===== src/rtl/axi_rd_arbiter_pkg.sv =====
// Shared definitions for the two-master AXI read arbiter.
// Holds the FSM state encoding, the RRESP codes driven back to masters,
// the reset-active level and the watchdog counter width.
package axi_rd_arbiter_pkg;

    typedef enum logic [1:0] {
        ST_IDLE     = 2'd0,
        ST_ADDR     = 2'd1,
        ST_DATA     = 2'd2,
        ST_RESP_ERR = 2'd3
    } state_t;

    localparam logic [1:0] RRESP_OKAY   = 2'b00;
    localparam logic [1:0] RRESP_SLVERR = 2'b10;

    // Level of rst that holds the design in reset (active-low).
    localparam logic RST_ENABLE = 1'b0;

    localparam int WDOG_W = 8;

endpackage


===== src/rtl/axi_rd_arbiter_rr_arb2.sv =====
// Two-way round-robin grant, purely combinational.
// Ports:
//   i_req0, i_req1 : request lines from master 0 / master 1
//   i_last         : master granted most recently (0 = m0, 1 = m1)
//   o_any          : at least one request present
//   o_gnt          : index of the master to grant (valid when o_any)
module rr_arb2 (
    input  logic i_req0,
    input  logic i_req1,
    input  logic i_last,
    output logic o_any,
    output logic o_gnt
);

    assign o_any = i_req0 | i_req1;

    // On a tie the master that did not win last time wins; a lone
    // requester always wins, which reduces to picking m1 iff it requests.
    assign o_gnt = (i_req0 & i_req1) ? ~i_last : i_req1;

endmodule


===== src/rtl/axi_rd_arbiter.sv =====
// Arbitrates two AXI read masters (m0 = IFU, m1 = LSU) onto one shared
// memory read port, one transaction in flight at a time.
// Ports:
//   clk, rst                      : clock, synchronous active-low reset
//   m0_ar*/m0_r*, m1_ar*/m1_r*    : master-side AR and R channels
//   s_ar*/s_r*                    : shared slave-side AR and R channels
//   busy_o                        : high whenever a transaction is open
// Grant is registered in IDLE and locked until the return to IDLE. A
// watchdog turns a stalled slave handshake into a SLVERR response.
module axi_rd_arbiter
    import axi_rd_arbiter_pkg::*;
#(
    parameter int ADDR_W  = 32,
    parameter int DATA_W  = 32,
    parameter int TIMEOUT = 255
) (
    input  logic              clk,
    input  logic              rst,
    input  logic [ADDR_W-1:0] m0_araddr,
    input  logic              m0_arvalid,
    output logic              m0_arready,
    output logic [DATA_W-1:0] m0_rdata,
    output logic [1:0]        m0_rresp,
    output logic              m0_rvalid,
    input  logic              m0_rready,
    input  logic [ADDR_W-1:0] m1_araddr,
    input  logic              m1_arvalid,
    output logic              m1_arready,
    output logic [DATA_W-1:0] m1_rdata,
    output logic [1:0]        m1_rresp,
    output logic              m1_rvalid,
    input  logic              m1_rready,
    output logic [ADDR_W-1:0] s_araddr,
    output logic              s_arvalid,
    input  logic              s_arready,
    input  logic [DATA_W-1:0] s_rdata,
    input  logic [1:0]        s_rresp,
    input  logic              s_rvalid,
    output logic              s_rready,
    output logic              busy_o
);

    localparam logic [WDOG_W-1:0] TIMEOUT_CNT = WDOG_W'(TIMEOUT);

    state_t              r_state;
    logic                r_grant;
    logic                r_last;
    logic [WDOG_W-1:0]   r_wdog;

    logic                w_run;
    logic                w_any;
    logic                w_gnt;
    logic [ADDR_W-1:0]   w_sel_araddr;
    logic                w_sel_arvalid;
    logic                w_sel_rready;
    logic                w_ar_hs;
    logic                w_r_hs;
    logic [WDOG_W-1:0]   w_wdog_inc;
    logic                w_wdog_expired;

    rr_arb2 u_rr_arb2 (
        .i_req0 (m0_arvalid),
        .i_req1 (m1_arvalid),
        .i_last (r_last),
        .o_any  (w_any),
        .o_gnt  (w_gnt)
    );

    // Outputs are forced low while rst is held so nothing leaks during reset.
    assign w_run = (rst != RST_ENABLE);

    assign w_sel_araddr  = r_grant ? m1_araddr  : m0_araddr;
    assign w_sel_arvalid = r_grant ? m1_arvalid : m0_arvalid;
    assign w_sel_rready  = r_grant ? m1_rready  : m0_rready;

    assign w_ar_hs = w_sel_arvalid & s_arready;
    assign w_r_hs  = s_rvalid & w_sel_rready;

    // The watchdog counts cycles already spent in the waiting state; it
    // fires when the cycle now ending would bring that count to TIMEOUT.
    assign w_wdog_inc     = r_wdog + 1'b1;
    assign w_wdog_expired = (w_wdog_inc == TIMEOUT_CNT);

    always_ff @(posedge clk) begin
        if (rst == RST_ENABLE) begin
            r_state <= ST_IDLE;
            r_grant <= 1'b0;
            r_last  <= 1'b1;
            r_wdog  <= '0;
        end else begin
            case (r_state)
                ST_IDLE: begin
                    if (w_any) begin
                        r_grant <= w_gnt;
                        r_last  <= w_gnt;
                        r_wdog  <= '0;
                        r_state <= ST_ADDR;
                    end
                end
                // R is ignored here even if s_rvalid is already high.
                ST_ADDR: begin
                    if (w_ar_hs) begin
                        r_wdog  <= '0;
                        r_state <= ST_DATA;
                    end else if (w_wdog_expired) begin
                        r_state <= ST_RESP_ERR;
                    end else begin
                        r_wdog <= w_wdog_inc;
                    end
                end
                ST_DATA: begin
                    if (w_r_hs) begin
                        r_state <= ST_IDLE;
                    end else if (w_wdog_expired) begin
                        r_state <= ST_RESP_ERR;
                    end else begin
                        r_wdog <= w_wdog_inc;
                    end
                end
                ST_RESP_ERR: begin
                    if (w_sel_rready) begin
                        r_state <= ST_IDLE;
                    end
                end
                default: r_state <= ST_IDLE;
            endcase
        end
    end

    always_comb begin
        s_araddr   = '0;
        s_arvalid  = 1'b0;
        s_rready   = 1'b0;
        m0_arready = 1'b0;
        m0_rdata   = '0;
        m0_rresp   = RRESP_OKAY;
        m0_rvalid  = 1'b0;
        m1_arready = 1'b0;
        m1_rdata   = '0;
        m1_rresp   = RRESP_OKAY;
        m1_rvalid  = 1'b0;
        if (w_run) begin
            case (r_state)
                ST_ADDR: begin
                    s_araddr  = w_sel_araddr;
                    s_arvalid = w_sel_arvalid;
                    if (r_grant) m1_arready = s_arready;
                    else         m0_arready = s_arready;
                end
                ST_DATA: begin
                    s_rready = w_sel_rready;
                    if (r_grant) begin
                        m1_rdata  = s_rdata;
                        m1_rresp  = s_rresp;
                        m1_rvalid = s_rvalid;
                    end else begin
                        m0_rdata  = s_rdata;
                        m0_rresp  = s_rresp;
                        m0_rvalid = s_rvalid;
                    end
                end
                ST_RESP_ERR: begin
                    if (r_grant) begin
                        m1_rvalid = 1'b1;
                        m1_rresp  = RRESP_SLVERR;
                    end else begin
                        m0_rvalid = 1'b1;
                        m0_rresp  = RRESP_SLVERR;
                    end
                end
                default: ;
            endcase
        end
    end

    assign busy_o = w_run && (r_state != ST_IDLE);

endmodule


===== config.mk =====
export PLATFORM = sky130hd
export DESIGN_NAME = axi_rd_arbiter
export DESIGN_NICKNAME = d
export VERILOG_FILES = /design/src/rtl/axi_rd_arbiter_pkg.sv /design/src/rtl/axi_rd_arbiter_rr_arb2.sv /design/src/rtl/axi_rd_arbiter.sv
export SDC_FILE = /design/constraint.sdc
export NUM_CORES = 1
export LEC_CHECK = 0
export BUFFER_PORTS_ARGS = -buffer_cell sky130_fd_sc_hd__buf_2
export CORE_AREA = 2 2 82 84
export DETAILED_ROUTE_END_ITERATION = 7
export DIE_AREA = 0 0 84 86
export PLACE_DENSITY = 0.69
export SLEW_MARGIN = 40
export SYNTH_ARGS = -nofsm -noshare
export SYNTH_HDL_FRONTEND = slang
export SYNTH_SLANG_ARGS = --single-unit

===== constraint.sdc =====
create_clock -name clk -period 2.85 [get_ports clk]
set_input_delay 0.1425 -clock clk [delete_from_list [all_inputs] [get_ports clk]]
set_output_delay 0.1425 -clock clk [all_outputs]
set_load 0.01 [all_outputs]

==> run summary <==
* **share of flip-flops with an asynchronous set or reset** 0%
* **destination of the worst register-to-register timing path** r_wdog[3]
* **number of global-route vias before repair** 2413
* **routability-driven placement congestion ratio** 0.850
* **min Tclk post-route** 2.10 ns
* **internal power consumption** 426 uW
* **post-synthesis share of cell area spent on full adders, half adders and majority gates** 4.28%
* **root buffer selected by CTS** sky130_fd_sc_hd__clkbuf_8
* **per-cell routed wire length** 12.9 um
* **R2R depth** 7
* **initial antenna violation count** 0
* **Synth Area in Compound Gates** 11.3%
* **fraction of synthesized area in multiplexers** 20.2%
* **Die Y** 86 um
* **count of final setup violators** 0
* **layout overhead on the synthesized area** 66.9%
* **unrepaired setup endpoints after global routing** no
* **Vias** 2679
* **maximum number of pins on one net before global-route repair** 43
* **worst hold start** m1_arvalid
* **sequential-to-total area share from yosys stat** 13.7%
* **Max Fclk** 477 MHz
* **Horiz. Die Dim** 84 um
* **synthesized-area fraction occupied by and/or/nand/nor cells** 41.3%
* **count of max-cap constraint violations** 0
* **largest fanout on the critical path** 9
* **TNS Setup** 0 ns
* **Setup WS pre-CTS** 0.766 ns
* **worst hold path depth** 3
* **Final ANT Viol Nets** 0
* **drt drc** 0
* **post-CTS resize count** 0
* **final clock period utilization by the worst path** 73.6%
* **type of destination of the critical path** register
* **GRT Resource Usage Total** 18.7%
* **Port-buffer cells** 212
* **cell row count** 29
* **top flip-flop cell by instance count after synthesis** sky130_fd_sc_hd__dfxtp_1
* **CP peak stage delay** 0.45 ns
* **nets@finish** 609
* **static leakage power** 0.00167 uW
* **synth warn** 0
* **largest voltage drop on the vdd net** 0.208 mV
* **Critical Path AT** 2.28 ns
* **area of the die** 7220 um2
* **DRC violation total after the first TritonRoute iteration** 82
* **number of inserted diodes** 0
* **net count after synthesis** 406
* **Slew @ Worst Pin** 0.690 ns
* **final core utilization** 46.7%
* **total number of H-tree levels** 1
* **Max transition margin** 53.9%
* **Inserted Clock Buffers** 3
* **final setup slack of the worst path** 0.752 ns
* **Flop pwr share** 27.9%
* **Std-Cell Core Area** 6280 um2
* **post-detail-place hpwl** 6160 um
* **part of the total power dissipated in combinational logic** 41.9%
* **TritonCTS clock tree** built
* **cell type of the slowest stage on the worst timing path** sky130_fd_sc_hd__a311oi_4
* **portion of total power attributed to the clock network** 30.1%
* **clock-pin slew of the registers on the worst-case setup and hold paths** 0.06 ns
* **clk sinks** 12
* **final worst clock skew** 0.00420 ns
* **final hold vios** 0
* **1st-pass router iterations** 4
* **dominant combinational cell family by area after synthesis** simple AND/OR/NAND/NOR gates
* **synthesized area divided by synthesized cell count** 5.97 um2
* **total power divided by cell area** 220 nW/um2
* **flop2flop setup slack** 0.75 ns
* **launch point of the worst reg-to-reg path** r_state[0]
* **hold buffer count at CTS** 0
* **switching power total** 219 uW
* **parity-gate share of the synthesized area counting xor and xnor cells** 2.49%
* **synthesized area** 1760 um2
* **worst setup path startpoint** r_state[0]
* **flip-flop and latch count after synthesis** 12
* **clock network latency to the later pin of the worst-skew pair** 0.25 ns
* **Mapped Cells** 294
* **drt total wl** 7370 um
* **result of the run** finished clean
* **number of flops mapped to enable cells by yosys** 0
* **post-CTS setup repair buffer count** 0
* **wire length of the first global-routing pass** 11300 um
* **number of ports placed on the die boundary** 213
* **Worst Setup Path Type** register to register
* **crit start category** register
* **distinct cell type count of the synthesized netlist** 36
* **switching power as a share of total power** 34.0%
* **CP cell instances** inv_1 -> ha_1 -> nor3b_1 -> a311oi_4 -> nand2_1 -> or4_1 -> a21oi_1
* **share of layout cells above drive strength 1** 45.6%
* **deepest clock path buffer count** 2
* **starting density of the core** 28.0%
* **Worst Setup EP** r_wdog[3]
* **Critical Path RT** 3.04 ns
* **vias per cell** 4.68
* **Final Slew Violations** 0
* **class of the worst hold path** primary input to register
* **gr ovfl total** 0
-- layout make-up --
| type | instances | area (um2) |
|---|---|---|
| multi-input combinational | 253 | 1400 |
| inverter | 9 | 33.8 |
| sequential | 12 | 241 |
| timing repair buffer | 218 | 1110 |
| clock buffer | 4 | 55.1 |
| tap | 77 | 96.3 |
| fill | 690 | 3350 |
-- synth_stat cells, types with 3 or more instances --
library cell | count | area [um2]
sky130_fd_sc_hd__a21oi_1 | 13 | 65.1
sky130_fd_sc_hd__mux2i_1 | 34 | 340
sky130_fd_sc_hd__nand4_1 | 3 | 18.8
sky130_fd_sc_hd__ha_1 | 6 | 75.1
sky130_fd_sc_hd__clkbuf_1 | 17 | 63.8
sky130_fd_sc_hd__o21ai_0 | 9 | 45.0
sky130_fd_sc_hd__nor2b_1 | 3 | 18.8
sky130_fd_sc_hd__nor2_1 | 109 | 409
sky130_fd_sc_hd__dfxtp_1 | 12 | 240
sky130_fd_sc_hd__nand2_1 | 48 | 180
sky130_fd_sc_hd__xor2_1 | 3 | 26.3
sky130_fd_sc_hd__inv_1 | 9 | 33.8
-- worst max-delay path: cells and delay by family, from the launching register on --
kind	cells	cell delay [ns]
AO/OA/AOI/OAI	2	0.58
buffers and inverters	1	0.09
adder cells (fa/ha/maj)	1	0.26
AND/OR/NAND/NOR	3	0.72
flip-flops	1	0.39
-- flip-flops by register name, indices dropped and copies added (netlist names) --
| register | cells |
|---|---|
| r_state | 2 |
| r_wdog | 8 |
| r_last | 1 |
| r_grant | 1 |
-- layout by cell type (no fill, tap or decap), types with 3 or more instances in the layout --
cell type and count:
sky130_fd_sc_hd__buf_4 6, sky130_fd_sc_hd__mux2i_1 34, sky130_fd_sc_hd__inv_1 9, sky130_fd_sc_hd__o21ai_0 9
sky130_fd_sc_hd__nor2b_1 3, sky130_fd_sc_hd__xor2_1 3, sky130_fd_sc_hd__ha_1 6, sky130_fd_sc_hd__a21oi_1 13
sky130_fd_sc_hd__buf_2 212, sky130_fd_sc_hd__dfxtp_1 11, sky130_fd_sc_hd__nand2_1 48, sky130_fd_sc_hd__nand4_1 3
sky130_fd_sc_hd__clkbuf_8 4, sky130_fd_sc_hd__nor2_1 109
-- stage by stage --
stage	area (um2)	total power, uW	std cells	hold slack [ns]
global placement	2880	452	569	0.474
detailed placement	2880	456	569	0.480
CTS	2930	653	573	0.204
global route	2930	688	573	0.215
floorplan	1760	333	294	0.326
finish	2930	645	573	0.205
-- routing by layer --
metal / track usage (%) / wire length, um / share of wire [%]
met5: 0 / 0 / 0
met4: 6.30 / 142 / 1.9
met3: 3.27 / 483 / 6.6
met2: 32.4 / 3690 / 50
met1: 23.5 / 3050 / 41
-- cells by family after synthesis --
family,Yosys count
xor+xnor,5
simple gates,177
buf+inv,29
fa+ha+maj,6
flops,12
mux,35
compound gates,30
-- power by group through the flow --
| stage | clock, uW | sequential, uW | combinational [uW] |
|---|---|---|---|
| finish | 194 | 180 | 271 |
| global route | 207 | 181 | 300 |
| detailed placement | 0 | 183 | 273 |
| global placement | 0 | 183 | 269 |
| CTS | 200 | 180 | 273 |
| floorplan | 0 | 182 | 152 |
-- how the worst min path moves through the flow --
stage                  end
global placement    r_last
floorplan           r_last
global route        r_last
CTS                 r_last
finish              r_last
detailed placement  r_last
(Power assumes the default switching activity.)
